--- src/rtl/vga_pkg.sv ---
// Shared VGA-side types and constants: screen codes for the screen mux and
// the PS/2 make codes used as default game-control keys.
package vga_pkg;

    typedef enum logic [2:0] {
        SCR_START     = 3'd0,
        SCR_COUNTDOWN = 3'd1,
        SCR_GAME      = 3'd2,
        SCR_PAUSE     = 3'd3,
        SCR_WIN       = 3'd4
    } screen_t;

    localparam logic [7:0] KEY_ENTER  = 8'h5A;
    localparam logic [7:0] KEY_R      = 8'h2D;
    localparam logic [7:0] KEY_P      = 8'h4D;
    localparam logic [7:0] BREAK_CODE = 8'hF0;

    // Index width for n items, never narrower than one bit.
    function automatic int clog2_min1(input int n);
        return (n > 1) ? $clog2(n) : 1;
    endfunction

endpackage

--- src/rtl/key_press_detect.sv ---
// Single-cycle press pulse for one make code. A press fires only when the
// keycode pair changes, so a held key or a repeated byte never re-triggers,
// and a break sequence (F0 xx) is never taken as a press.
module key_press_detect
    import vga_pkg::*;
#(
    parameter logic [7:0] KEY = KEY_ENTER
) (
    input  logic        clk,
    input  logic        rst,
    input  logic [15:0] keycode,
    output logic        press
);

    logic [15:0] r_prev;

    // Remember the keycode seen on the previous clock for change detection.
    // NOTE: registers are written with <= so every flop samples pre-edge values.
    always_ff @(posedge clk) begin
        if (rst) r_prev <= 16'h0000;
        else     r_prev <= keycode;
    end

    assign press = (keycode[15:8] != BREAK_CODE) &&
                   (keycode[7:0]  == KEY)        &&
                   (keycode       != r_prev);

endmodule

--- src/rtl/game_flow_ctrl.sv ---
// Game-flow controller: picks the screen to draw, runs the frame-counted
// get-ready countdown, gates gameplay and detects the winning player.
// All outputs are registered in the same process as the state register.
module game_flow_ctrl
    import vga_pkg::*;
#(
    parameter int         N_PLAYERS    = 2,
    parameter int         SCORE_W      = 5,
    parameter int         WIN_SCORE    = 10,
    parameter int         COUNT_FRAMES = 180,
    parameter logic [7:0] KEY_START    = KEY_ENTER,
    parameter logic [7:0] KEY_RESTART  = KEY_R,
    parameter logic [7:0] KEY_PAUSE    = KEY_P
) (
    input  logic                                  clk,
    input  logic                                  rst,
    input  logic                                  frame_tick,
    input  logic [N_PLAYERS*SCORE_W-1:0]          points,
    input  logic [15:0]                           keycode,
    output logic [2:0]                            screen,
    output logic [clog2_min1(N_PLAYERS)-1:0]      winner,
    output logic [$clog2(COUNT_FRAMES+1)-1:0]     countdown,
    output logic                                  game_run,
    output logic                                  score_clr
);

    localparam int WIN_W = clog2_min1(N_PLAYERS);
    localparam int CNT_W = $clog2(COUNT_FRAMES + 1);
    localparam logic [SCORE_W-1:0] WIN_THR  = SCORE_W'(WIN_SCORE);
    localparam logic [CNT_W-1:0]   CNT_LOAD = CNT_W'(COUNT_FRAMES);

    // Refuse to build with a threshold the score counters can never reach.
    generate
        if ((WIN_SCORE < 0) || (WIN_SCORE >= (1 << SCORE_W))) begin : g_bad_win_score
            $error("WIN_SCORE does not fit in SCORE_W bits");
        end
        if ((N_PLAYERS < 2) || (N_PLAYERS > 4)) begin : g_bad_players
            $error("N_PLAYERS must be in 2..4");
        end
    endgenerate

    logic w_press_start;
    logic w_press_restart;
    logic w_press_pause;

    key_press_detect #(.KEY(KEY_START)) u_key_start (
        .clk(clk), .rst(rst), .keycode(keycode), .press(w_press_start)
    );
    key_press_detect #(.KEY(KEY_RESTART)) u_key_restart (
        .clk(clk), .rst(rst), .keycode(keycode), .press(w_press_restart)
    );
    key_press_detect #(.KEY(KEY_PAUSE)) u_key_pause (
        .clk(clk), .rst(rst), .keycode(keycode), .press(w_press_pause)
    );

    logic             w_win_any;
    logic [WIN_W-1:0] w_win_idx;

    // Priority encoder: scanning from the top down leaves the lowest winning index.
    // NOTE: every always_comb output gets a default first, so no latch is inferred.
    always_comb begin
        w_win_any = 1'b0;
        w_win_idx = '0;
        for (int i = N_PLAYERS - 1; i >= 0; i--) begin
            if (points[i*SCORE_W +: SCORE_W] >= WIN_THR) begin
                w_win_any = 1'b1;
                w_win_idx = WIN_W'(i);
            end
        end
    end

    screen_t          r_state;
    logic [WIN_W-1:0] r_winner;
    logic [CNT_W-1:0] r_count;
    logic             r_game_run;
    logic             r_score_clr;

    // Flow FSM with countdown counter and registered outputs.
    always_ff @(posedge clk) begin
        if (rst) begin
            r_state     <= SCR_START;
            r_winner    <= '0;
            r_count     <= '0;
            r_game_run  <= 1'b0;
            r_score_clr <= 1'b0;
        end else begin
            r_score_clr <= 1'b0;
            case (r_state)
                SCR_START: begin
                    if (w_press_start) begin
                        r_state     <= SCR_COUNTDOWN;
                        r_count     <= CNT_LOAD;
                        r_score_clr <= 1'b1;
                    end
                end
                SCR_COUNTDOWN: begin
                    if (r_count == '0) begin
                        r_state    <= SCR_GAME;
                        r_game_run <= 1'b1;
                    end else if (frame_tick) begin
                        r_count <= r_count - 1'b1;
                        if (r_count == CNT_W'(1)) begin
                            r_state    <= SCR_GAME;
                            r_game_run <= 1'b1;
                        end
                    end
                end
                SCR_GAME: begin
                    // A win in the same cycle as a pause press takes priority.
                    if (w_win_any) begin
                        r_state    <= SCR_WIN;
                        r_winner   <= w_win_idx;
                        r_game_run <= 1'b0;
                    end else if (w_press_pause) begin
                        r_state    <= SCR_PAUSE;
                        r_game_run <= 1'b0;
                    end
                end
                SCR_PAUSE: begin
                    if (w_press_pause) begin
                        r_state    <= SCR_GAME;
                        r_game_run <= 1'b1;
                    end
                end
                SCR_WIN: begin
                    if (w_press_restart) begin
                        r_state     <= SCR_START;
                        r_score_clr <= 1'b1;
                    end
                end
                default: begin
                    r_state    <= SCR_START;
                    r_count    <= '0;
                    r_game_run <= 1'b0;
                end
            endcase
        end
    end

    assign screen    = r_state;
    assign winner    = r_winner;
    assign countdown = r_count;
    assign game_run  = r_game_run;
    assign score_clr = r_score_clr;

endmodule

--- config.mk ---
export PLATFORM = sky130hd
export DESIGN_NAME = game_flow_ctrl
export DESIGN_NICKNAME = d
export VERILOG_FILES = /design/src/rtl/vga_pkg.sv /design/src/rtl/key_press_detect.sv /design/src/rtl/game_flow_ctrl.sv
export SDC_FILE = /design/constraint.sdc
export NUM_CORES = 1
export LEC_CHECK = 0
export ABC_AREA = 0
export CORE_MARGIN = 3
export CORE_UTILIZATION = 55
export CTS_CLUSTER_DIAMETER = 80
export DETAILED_ROUTE_END_ITERATION = 6
export GPL_ROUTABILITY_DRIVEN = 0
export PLACE_DENSITY = 0.81
export SLEW_MARGIN = 20
export SYNTH_ARGS = -nofsm -noshare
export SYNTH_HDL_FRONTEND = slang
export SYNTH_HIERARCHICAL = 1
export SYNTH_SLANG_ARGS = --single-unit
--- constraint.sdc ---
create_clock -name clk -period 2.9 [get_ports clk]
set_input_delay 0.87 -clock clk [delete_from_list [all_inputs] [get_ports clk]]
set_output_delay 0.87 -clock clk [all_outputs]
set_load 0.005 [all_outputs]
# Yosys cells after proc, flatten, opt, wreduce, memory -nomap -nowiden
# Index checks and enable logic that the tools add are counted.
[classes] add_sub_neg=1 magnitude_cmp=2 n_eq_ne=18 mux=26 n_bitwise=2 n_reduce_logical=14
[ops] op="2-to-1 mux 3 bit" count=8
[ops] op="2-to-1 mux 8 bit" count=3
[ops] op="case mux 8 bit (3 select lines)" count=1
[ops] op="== test 8 x 7 -> 1 bit, second input constant" count=2
[ops] op="!= test 16 bit" count=1
[ops] op="case mux 3 bit (5 select lines)" count=1
[ops] op="2-to-1 mux 1 bit" count=11
[ops] op="greater-or-equal comparator 5 x 4 -> 1 bit, second input constant" count=2
[ops] op="== test 8 x 1 -> 1 bit, second input constant" count=1
[ops] op="== test 8 x 6 -> 1 bit, second input constant" count=1
[ops] op="zero test 8 bit" count=1
[ops] op="!= test 8 bit, second input constant" count=1
[ops] op="subtractor 8 x 1 -> 8 bit, second input constant" count=1
[ops] op="== test 3 x 2 -> 1 bit, second input constant" count=2
[ops] op="logical AND 1 bit" count=6
[ops] op="!= test 2 x 1 -> 1 bit, second input constant" count=3
[ops] op="!= test 3 bit, second input constant" count=2
[ops] op="AND reduction 6 bit" count=1
[ops] op="AND reduction 5 bit" count=1
[ops] op="!= test 2 bit, second input constant" count=2
[ops] op="case mux 1 bit (4 select lines)" count=1
[ops] op="AND reduction 4 bit" count=1
[ops] op="== test 3 x 1 -> 1 bit, second input constant" count=1
[ops] op="== test 3 bit, second input constant" count=1
[ops] op="7 further kinds" count=8
[totals] ff_bits=30 in_bits=29 elab_cells=69

# Depth between registers and ports, before layout
# Gate-level depths: netlist (run 1).
[logic_depth] word_depth=6 ltp_mapped=9 mapped_depth_nobuf=9

# By module
# Netlist (run 1), hierarchy kept.
[modules_own_cells] mod="game_flow_ctrl" n_inst=1 cells_per_inst=107 area_per_inst_um2=853.3
[modules_own_cells] mod="key_press_detect (u_key_restart)" n_inst=1 cells_per_inst=61 area_per_inst_um2=649.4
[modules_own_cells] mod="key_press_detect (u_key_start)" n_inst=1 cells_per_inst=61 area_per_inst_um2=648.1
[modules_own_cells] mod="key_press_detect (u_key_pause)" n_inst=1 cells_per_inst=62 area_per_inst_um2=646.9

# Worst setup path before layout (run 1)
# Ideal clock, no wire load.
[synth_timing] kind="in2reg" start="input port keycode[12]" end="register r_count[3], in the netlist countdown[3]" arrival_ps=2458 t_required_ps=2830 slack_ps=372 stages=9 path_cell_list="xor2_1 -> nor4_1 -> nand4_1 -> and4_1 -> nor2b_1 -> o22ai_1 -> a21o_2 -> or4b_1 -> a21oi_1"
[synth_between] elab_chain_cells=5 word_cells_on_any_way=6
[synth_lines] element="start, declared" line_no="game_flow_ctrl.sv:19" text="input logic [15:0] keycode,"
[synth_lines] element="!= test 8 bit" line_no="key_press_detect.sv:24" text="assign press = (keycode[15:8] != BREAK_CODE) &&"
[synth_lines] element="logical AND 1 bit" line_no="key_press_detect.sv:24"
[synth_lines] element="logical AND 1 bit *" line_no="key_press_detect.sv:25" text="(keycode[7:0] == KEY) &&"
[synth_lines] element="named net w_press_start" line_no="game_flow_ctrl.sv:42" text="logic w_press_start;"
[synth_lines] element="!= test 2 x 1 -> 1 bit (no source line) *"
[synth_lines] element="AND reduction 4 bit (no source line) *"
[synth_lines] element="end signal, assigned" line_no="game_flow_ctrl.sv:101" text="r_count <= r_count - 1'b1;"
[synth_lines] element="end, declared" line_no="game_flow_ctrl.sv:74" text="logic [CNT_W-1:0] r_count;"
# The timed path passes the listed nets; every way through them passes the cells marked *.
# A chain may end at the register's enable or synchronous reset.

# Worst setup path in the final report (run 1)
[layout_timing] start="input port keycode[7]" end="register r_count[3], in the netlist countdown[3]"
[layout_between] elab_chain_cells=5 word_cells_on_any_way=6
[layout_lines] element="== test 8 x 7 -> 1 bit" line_no="key_press_detect.sv:25"
[layout_lines] element="logical AND 1 bit" line_no="key_press_detect.sv:24"
[layout_lines] element="logical AND 1 bit *" line_no="key_press_detect.sv:25"
[layout_lines] element="named net w_press_start" line_no="game_flow_ctrl.sv:42"
[layout_lines] element="!= test 2 x 1 -> 1 bit (no source line) *"
[layout_lines] element="AND reduction 4 bit (no source line) *"
# Marks and branches as above.

==> metrics.md, run 1 <==
| Metric | Value |
|---|---|
| Max-cap violation count | `0` |
| Die extent in y | `77.3 um` |
| First-pass detailed-route iteration total | `4` |
| Residual antenna-violating net count after detailed routing | `0` |
| Leakage power of the design | `1.41 nW` |
| Floorplan row count | `25` |
| Total via count after detailed routing | `~2300` |
| First-iteration detailed-routing DRC count | `134` |
| Starting density of the core | `58.1%` |
| Setup violations, final | `0` |
| Final critical-path setup slack | `~0.00066 ns` |
| Placed cell area | `3460 um2` |
| Sequential area share after synthesis | `about 44%` |
| Number of I/O port buffers | `40` |
| Cells after Synth | `291` |
| I/O pins | `43` |
| Design internal power | `1.41 mW` |
| Buffer and inverter count on the worst path | `2` |
| CTS Buf Count | `9` |
| Power density over the cells | `approximately 500 nW/um2` |
| VDD IR-drop max | `371 uV` |
| Summed instance area of the synthesized netlist | `2800 um2` |
| Dominant cell by count in the synthesized netlist | `sky130_fd_sc_hd__dfxtp_1` |
| Headroom to the max-slew limit | `66.8%` |
| Number of max-slew violations in the final report | `0` |
| Count of cell types in the netlist | `45` |
| Worst clock skew | `about 0.0098 ns` |
| Total global routing track utilization | `about a fifth` |
| Maximum number of pins on one net before global-route repair | `28` |
| DRC violations left | `0` |
| Aggregate negative setup slack | `0 ns` |
| Top cell types by occurrence after synthesis | `62 x sky130_fd_sc_hd__dfxtp_1, 46 x sky130_fd_sc_hd__nor2b_1, 33 x sky130_fd_sc_hd__xnor2_1` |
| Setup slack after placement | `-0.433 ns` |
| Synth top area share | `between 40% and 50%` |
| Portion of the clock cycle consumed by the worst path in the final layout | `between 90 and 100%` |
| Placed wire-length estimate after detailed placement | `around 4.3 mm` |
| Initial antenna violation count | `0` |
| Critical path start-end classification | `in -> reg` |
| Routed WL per cell | `14.1 um` |
| Deepest level of the CTS H-tree | `3` |
| Achievable Freq | `345 MHz` |
| Path category of the worst min-delay check | `reg -> reg` |
| Element type at the critical path end | `flop` |
| Combinational group share of total power | `12.2%` |
| Crit path max-delay cell type | `sky130_fd_sc_hd__or4b_4` |
| Via count of the first global-routing pass | `between 2000 and 2500` |
| Final wirelength | `6.18 mm` |
| Unrepaired setup endpoints after global routing | `true` |
| Synthesized area divided by synthesized cell count | `9.61 um2` |
| Switch Pwr | `0.423 mW` |
| Final core area utilization | `a little under 80%` |
| Seq pwr share | `49.3%` |
| CTS Root Cell | `sky130_fd_sc_hd__clkbuf_8` |
| Async set or reset register ratio after synthesis | `0%` |
| Worst Path Max Fanout | `8` |
| Data arrival time of the worst path | `3.16 ns` |
| Kind of cell adding the most delay to the critical path | `simple AND/OR/NAND/NOR gates` |
| Clock latency of the later-clocked register in the worst-skew pair | `around 0.33 ns` |
| Clock tree from TritonCTS | `done` |
| Post-route design area | `3760 um2` |
| Ratio of cells with drive above 1 in the final layout | `19.2%` |
| Total of warnings raised by yosys | `6` |
| Worst path required time | `3.16 ns` |
| Die area | `about 6000 um2` |
| Clock Tree Buf Depth | `2` |
| Total congestion overflow after global routing | `0` |
| Total core area | `4820 um2` |
| Worst Max-Slew Pin Slew | `0.498 ns` |
| Leading cell types by total area after synthesis | `sky130_fd_sc_hd__dfxtp_1 44%, sky130_fd_sc_hd__xnor2_1 10%, sky130_fd_sc_hd__nor2b_1 10%, sky130_fd_sc_hd__xor2_1 5.0%, sky130_fd_sc_hd__a21oi_1 2.5%` |
| Hold violation total from the final report | `0` |
| Overall Power | `around 1.8 mW` |
| Number of flops mapped to enable cells by yosys | `0` |
| Post-route minimum period | `2.90 ns` |
| Clock-pin slew reported for the worst setup and hold paths after clock tree synthesis | `~0.060 ns` |
| Layout-stage area growth over the synthesis result | `34.3%` |
| #FFs+latches synth | `62` |
| Sinks on the clock net | `62` |
| Cell taking the most area after synthesis | `sky130_fd_sc_hd__dfxtp_1` |
| NumNets Final | `approximately 400` |
| Sw Share | `23.0%` |
| Nature of the critical path startpoint | `input port` |
| Main synth FF type | `sky130_fd_sc_hd__dfxtp_1` |
| Clock network fraction of total power | `approximately two fifths` |
| Number of diodes | `0` |
| Die width | `~77 um` |
| Number of nets in the synthesized netlist | `322` |
| First-pass GRT wire length | `10.2 mm` |
| Cells along the critical path | `clkdlybuf4s50_1 > buf_4 > nor4bb_2 > and4_1 > nor2b_4 > o22ai_2 > a21o_2 > or4b_4 > a21oi_2` |
| Detailed-route vias per instance | `5.32` |
| Outcome | `finished clean` |
| Slowest cell delay on critical path | `0.48 ns` |
==> worst min-delay path, delay by kind of cell (launching register included) <==
kind,cells,cell delay (ns)
AOI/OAI and AO/OA,2,0.13
DFF,1,0.31
==> logic make-up (layout without fill, tap and decap cells) <==
logic type	count (synthesis)	in the layout	synth area share (%)
adders and majority gates	2	2	0.894
DFF	62	62	44.4
and+or+nand+nor	122	122	27.1
AOI/OAI and AO/OA	44	44	10.5
xor gates and xnor gates	49	49	15.3
buffers and inverters	12	91	1.83
==> layout make-up <==
type	instances	area, um2
Tap cell	67	83.8
Inverter	4	15.0
Timing Repair Buffer	72	648
Clock buffer	15	186
Sequential cell	62	1240
Multi-Input combinational cell	217	1580
Fill cell	360	1060
==> sequential cells by signal, summed over array words and instances (netlist names) <==
name,count
game_run,1
countdown,8
u_key_pause/r_prev,16
screen,3
winner,1
u_key_restart/r_prev,16
u_key_start/r_prev,16
score_clr,1
==> final timing paths <==
path                         startpoint      endpoint  slack, ns  depth (start not counted)
setup / recovery             keycode[7]  countdown[3]     0.0007                          9
hold / removal                 game_run      game_run       0.49                          2
setup reg to reg  u_key_start/r_prev[8]  countdown[3]       0.66                         10
hold reg to reg                game_run      game_run       0.49                          2
==> power groups by stage <==
stage,logic [mW],registers (mW),clock network (mW)
floorplan,0.105,0.921,0
global placement,0.209,0.922,0
detailed placement,0.216,0.924,0
CTS,0.218,0.905,0.717
global route,0.244,0.908,0.764
finish,0.224,0.906,0.706
==> layer usage <==
layer	vias up	GRT usage (%)	wire length [um]	part of all wire (%)
met5	-	0	0	0
met4	0	10.3	103	1.7
met3	12	4.34	250	4.0
met2	62	35.0	3090	50
met1	1089	26.5	2740	44
li1	1160	-	-	-
==> layout by cell type, fill, tap and decap left out, types with 2 or more instances in the layout <==
cell	instances
sky130_fd_sc_hd__clkbuf_1	2
sky130_fd_sc_hd__a21oi_1	12
sky130_fd_sc_hd__xnor2_1	33
sky130_fd_sc_hd__nor4_2	3
sky130_fd_sc_hd__xor2_2	2
sky130_fd_sc_hd__a21oi_2	2
sky130_fd_sc_hd__dlymetal6s2s_1	5
sky130_fd_sc_hd__dfxtp_1	62
sky130_fd_sc_hd__ha_1	2
sky130_fd_sc_hd__nor4_1	7
sky130_fd_sc_hd__buf_4	32
sky130_fd_sc_hd__o22ai_1	3
sky130_fd_sc_hd__nor2b_2	3
sky130_fd_sc_hd__or3_1	4
sky130_fd_sc_hd__a211oi_1	2
sky130_fd_sc_hd__inv_1	4
sky130_fd_sc_hd__a211oi_2	2
sky130_fd_sc_hd__clkdlybuf4s50_1	34
sky130_fd_sc_hd__clkbuf_8	13
sky130_fd_sc_hd__nand2b_1	4
sky130_fd_sc_hd__xor2_1	14
sky130_fd_sc_hd__nor3_1	12
sky130_fd_sc_hd__o21ai_0	11
sky130_fd_sc_hd__nor2b_1	45
sky130_fd_sc_hd__nand2_1	9
sky130_fd_sc_hd__nor2_1	9
sky130_fd_sc_hd__nand4_1	11
==> what timing repair did <==
item                       4_1_cts  5_1_grt
gates resized for setup          3       16
setup buffers                    3        0
pin swaps                        2        3
hold buffers                     0        0
setup endpoints to repair        1       10
==> per-stage QoR <==
step / instances / hold slack [ns]
2_1_floorplan: 291 / 0.466
3_3_place_gp: 419 / 0.473
3_5_place_dp: 419 / 0.480
4_1_cts: 437 / 0.492
5_1_grt: 437 / 0.532
6_report: 437 / 0.492
(Power assumes the default switching activity.)
==> run 2: changes to the inputs <==
--- a/config.mk
+++ b/config.mk
@@ -5,14 +5,12 @@
 export SDC_FILE = /design/constraint.sdc
 export NUM_CORES = 1
 export LEC_CHECK = 0
-export ABC_AREA = 0
+export ABC_AREA = 1
 export CORE_MARGIN = 3
-export CORE_UTILIZATION = 55
-export CTS_CLUSTER_DIAMETER = 80
+export CORE_UTILIZATION = 57
 export DETAILED_ROUTE_END_ITERATION = 6
 export GPL_ROUTABILITY_DRIVEN = 0
-export PLACE_DENSITY = 0.81
-export SLEW_MARGIN = 20
+export PLACE_DENSITY = 0.82
 export SYNTH_ARGS = -nofsm -noshare
 export SYNTH_HDL_FRONTEND = slang
 export SYNTH_HIERARCHICAL = 1
==> run 2 against run 1 <==
Compared with the run above:
- synthesized cell count increased by 85%
- non-clock buffer count decreased by 3
- combinational power increased to 4.6 times the previous value
- via count is 41% higher
- synthesized area is 16% higher
- die area increased by 11%
- setup slack improved by 0.24 ns
- routed wire length is 19% higher
- critical path type unchanged
==> metrics.md, run 2 <==
| Metric | Value |
|---|---|
| Synthesized area divided by synthesized cell count | `6.01 um2` |
| DRC violations left | `0` |
| Via count of the first global-routing pass | `3169` |
| Element type at the critical path end | `flop` |
| Setup violations, final | `0` |
| Total core area | `5300 um2` |
| Layout-stage area growth over the synthesis result | `26.3%` |
| Top cell types by occurrence after synthesis | `174 x sky130_fd_sc_hd__nand2_1, 112 x sky130_fd_sc_hd__inv_1, 111 x sky130_fd_sc_hd__nor2_1` |
| Die area | `6620 um2` |
| First-iteration detailed-routing DRC count | `195` |
| Sinks on the clock net | `62` |
| #FFs+latches synth | `62` |
| Crit path max-delay cell type | `sky130_fd_sc_hd__clkdlybuf4s50_1` |
| Number of max-slew violations in the final report | `0` |
| Leakage power of the design | `2.19 nW` |
| Most frequent cell on the critical path | `sky130_fd_sc_hd__nand2_1` |
| Number of hold buffers added after cts | `0` |
| Maximum number of pins on one net before global-route repair | `23` |
| Power density over the cells | `670 nW/um2` |
| Summed instance area of the synthesized netlist | `~3200 um2` |
| Most used cells in the layout excluding fill and tap cells | `174 x sky130_fd_sc_hd__nand2_1, 112 x sky130_fd_sc_hd__inv_1, 111 x sky130_fd_sc_hd__nor2_1` |
| Total of warnings raised by yosys | `6` |
| Detailed-route vias per instance | `4.76` |
| Worst clock skew | `0.00545 ns` |
| Final critical-path setup slack | `roughly 0.24 ns` |
| Critical path start-end classification | `in -> reg` |
| Number of flops mapped to enable cells by yosys | `0` |
| Worst path required time | `about 3.1 ns` |
| Portion of the clock cycle consumed by the worst path in the final layout | `91.7%` |
| Setup slack after placement | `-0.0690 ns` |
| Worst Max-Slew Pin Slew | `between 0.3 and 0.4 ns` |
| Routed WL per cell | `10.7 um` |
| Clock latency of the later-clocked register in the worst-skew pair | `about 0.33 ns` |
| Main synth FF type | `sky130_fd_sc_hd__dfxtp_1` |
| Post-route minimum period | `2.66 ns` |
| Fill cell total of the finished layout | `394` |
| Hold violation total from the final report | `0` |
| Worst Path Max Fanout | `8` |
| Final core area utilization | `77.2%` |
| First-pass detailed-route iteration total | `4` |
| Number of buffers inserted by post-CTS setup repair | `0` |
| Commonest non-fill, non-tap cell in the layout | `sky130_fd_sc_hd__nand2_1` |
| Leading cell types by total area after synthesis | `sky130_fd_sc_hd__dfxtp_1 38%, sky130_fd_sc_hd__nand2_1 20%, sky130_fd_sc_hd__inv_1 13%, sky130_fd_sc_hd__nor2_1 13%, sky130_fd_sc_hd__nand4_1 2.9%` |
| Final wirelength | `7.35 mm` |
| Cells along the critical path | `clkdlybuf4s50_1 > inv_1 > nand2_1 > nand2_1 > nor2_1 > nand2_1 > nor2_1 > a21oi_1 > a21o_2 > nand2_1 > a21oi_4 > buf_4 > o21ai_0 > nor2_1` |
| Sequential area share after synthesis | `38.3%` |
| Count of cell types in the netlist | `24` |
| Deepest level of the CTS H-tree | `3` |
| Placed wire-length estimate after detailed placement | `around 5.4 mm` |
| Floorplan row count | `26` |
| Resized Gates After CTS | `0` |
| Clock Tree Buf Depth | `2` |
| NumNets Final | `~640` |
| CTS Buf Count | `9` |
| Path category of the worst min-delay check | `reg -> reg` |
| Total congestion overflow after global routing | `0` |
| Synth top area share | `a little under two fifths` |
| Cell taking the most area after synthesis | `sky130_fd_sc_hd__dfxtp_1` |
| Clock-pin slew reported for the worst setup and hold paths after clock tree synthesis | `0.07 ns` |
| Outcome | `finished clean` |
| Residual antenna-violating net count after detailed routing | `0` |
| Data arrival time of the worst path | `2.89 ns` |
| VDD IR-drop max | `455 uV` |
| Unrepaired setup endpoints after global routing | `false` |
| Number of diodes | `0` |
| Async set or reset register ratio after synthesis | `0%` |
| Kind of cell adding the most delay to the critical path | `buffers and inverters` |
| Die width | `roughly 81 um` |
| Headroom to the max-slew limit | `about three quarters` |
| Number of I/O port buffers | `40` |
| Cells after Synth | `539` |
| Nature of the critical path startpoint | `input port` |
| I/O pins | `43` |
| Total global routing track utilization | `24.0%` |
| Starting density of the core | `61.1%` |
| Max-cap violation count | `0` |
| Ratio of cells with drive above 1 in the final layout | `under 10%` |
| Initial antenna violation count | `0` |
| Achievable Freq | `roughly 380 MHz` |
| CTS Root Cell | `sky130_fd_sc_hd__clkbuf_8` |
| Clock tree from TritonCTS | `done` |
| Die extent in y | `81.4 um` |
| Total via count after detailed routing | `3268` |
| Dominant cell by count in the synthesized netlist | `sky130_fd_sc_hd__nand2_1` |
| Largest registers | `u_key_pause/r_prev (16), u_key_restart/r_prev (16), u_key_start/r_prev (16)` |
| First-pass GRT wire length | `12.5 mm` |
| Buffer and inverter count on the worst path | `3` |
| Slowest cell delay on critical path | `0.57 ns` |
| Number of nets in the synthesized netlist | `570` |
[run 2: cell count changes in the layout (fill, tap and decap cells not counted), sizes merged, moves of 5 or more]
cell / change
nand2: +171
nor3: -11
nor4: -10
xor2: -10
nor2: +106
clkdlybuf4s50: +5
xnor2: -33
nor2b: -49
inv: +111
dlymetal6s2s: -5
nand3: +8
[run 2: area by class of cell]
type | instances | area [um2] | area share (%)
sequential | 62 | 1240 | 30.3
multi-input combinational | 355 | 1530 | 37.5
tap | 70 | 87.6 | 2.14
inverter | 115 | 432 | 10.5
timing repair buffer | 69 | 613 | 15.0
clock buffer | 15 | 186 | 4.56
[run 2: worst reg2reg max path, stage by stage, from the launching register on]
cell and delay [ns]:
sky130_fd_sc_hd__dfxtp_1 0.34, sky130_fd_sc_hd__inv_1 0.05, sky130_fd_sc_hd__nand2_1 0.05, sky130_fd_sc_hd__nand2_1 0.06, sky130_fd_sc_hd__nor2_1 0.11, sky130_fd_sc_hd__nand2_1 0.07
sky130_fd_sc_hd__nor2_1 0.16, sky130_fd_sc_hd__a21oi_1 0.14, sky130_fd_sc_hd__a21o_2 0.23, sky130_fd_sc_hd__nand2_1 0.09, sky130_fd_sc_hd__a21oi_4 0.07, sky130_fd_sc_hd__buf_4 0.16
sky130_fd_sc_hd__o21ai_0 0.16, sky130_fd_sc_hd__nor2_1 0.05
[run 2: kinds of logic after synthesis]
kind of cell / count (synthesis) / share of synthesized area [%]
fa+ha+maj: 2 / 0.772
compound gates: 27 / 4.83
buf+inv: 122 / 14.4
xor+xnor: 6 / 1.62
simple gates: 320 / 40.1
flops: 62 / 38.3
[run 2: where the power goes]
group / total (mW) / switching [mW] / internal (mW)
registers: 1.01 / 0.0694 / 0.944
logic: 1.02 / 0.592 / 0.425
clock network: 0.711 / 0.311 / 0.400
total: 2.74 / 0.972 / 1.77
[run 2: metrics by stage]
step                power (mW)  hold WS, ns  area [um2]  cells  TNS (ns)
finish                    2.74        0.482        4090    686         0
global route              2.95        0.517        4090    686         0
CTS                       2.76        0.486        4090    686         0
detailed placement        2.03        0.468        3910    671    -0.246
global placement          2.00        0.448        3910    671    -0.120
floorplan                 1.70        0.456        3240    539         0
[run 2: per-layer routing]
metal,vias to the layer above,GRT usage (%),routed length (um)
met3,15,4.32,371
met5,-,0,0
met2,79,41.3,3490
li1,1721,-,-
met4,0,13.5,175
met1,1453,28.0,3320
[run 2: final timing paths]
check                              from           end  slack (ns)  cells past startpoint
setup reg to reg  u_key_start/r_prev[3]  countdown[2]        1.06                     13
hold reg to reg                game_run      game_run        0.48                      2
hold / removal                 game_run      game_run        0.48                      2
setup / recovery             keycode[3]  countdown[2]        0.24                     14
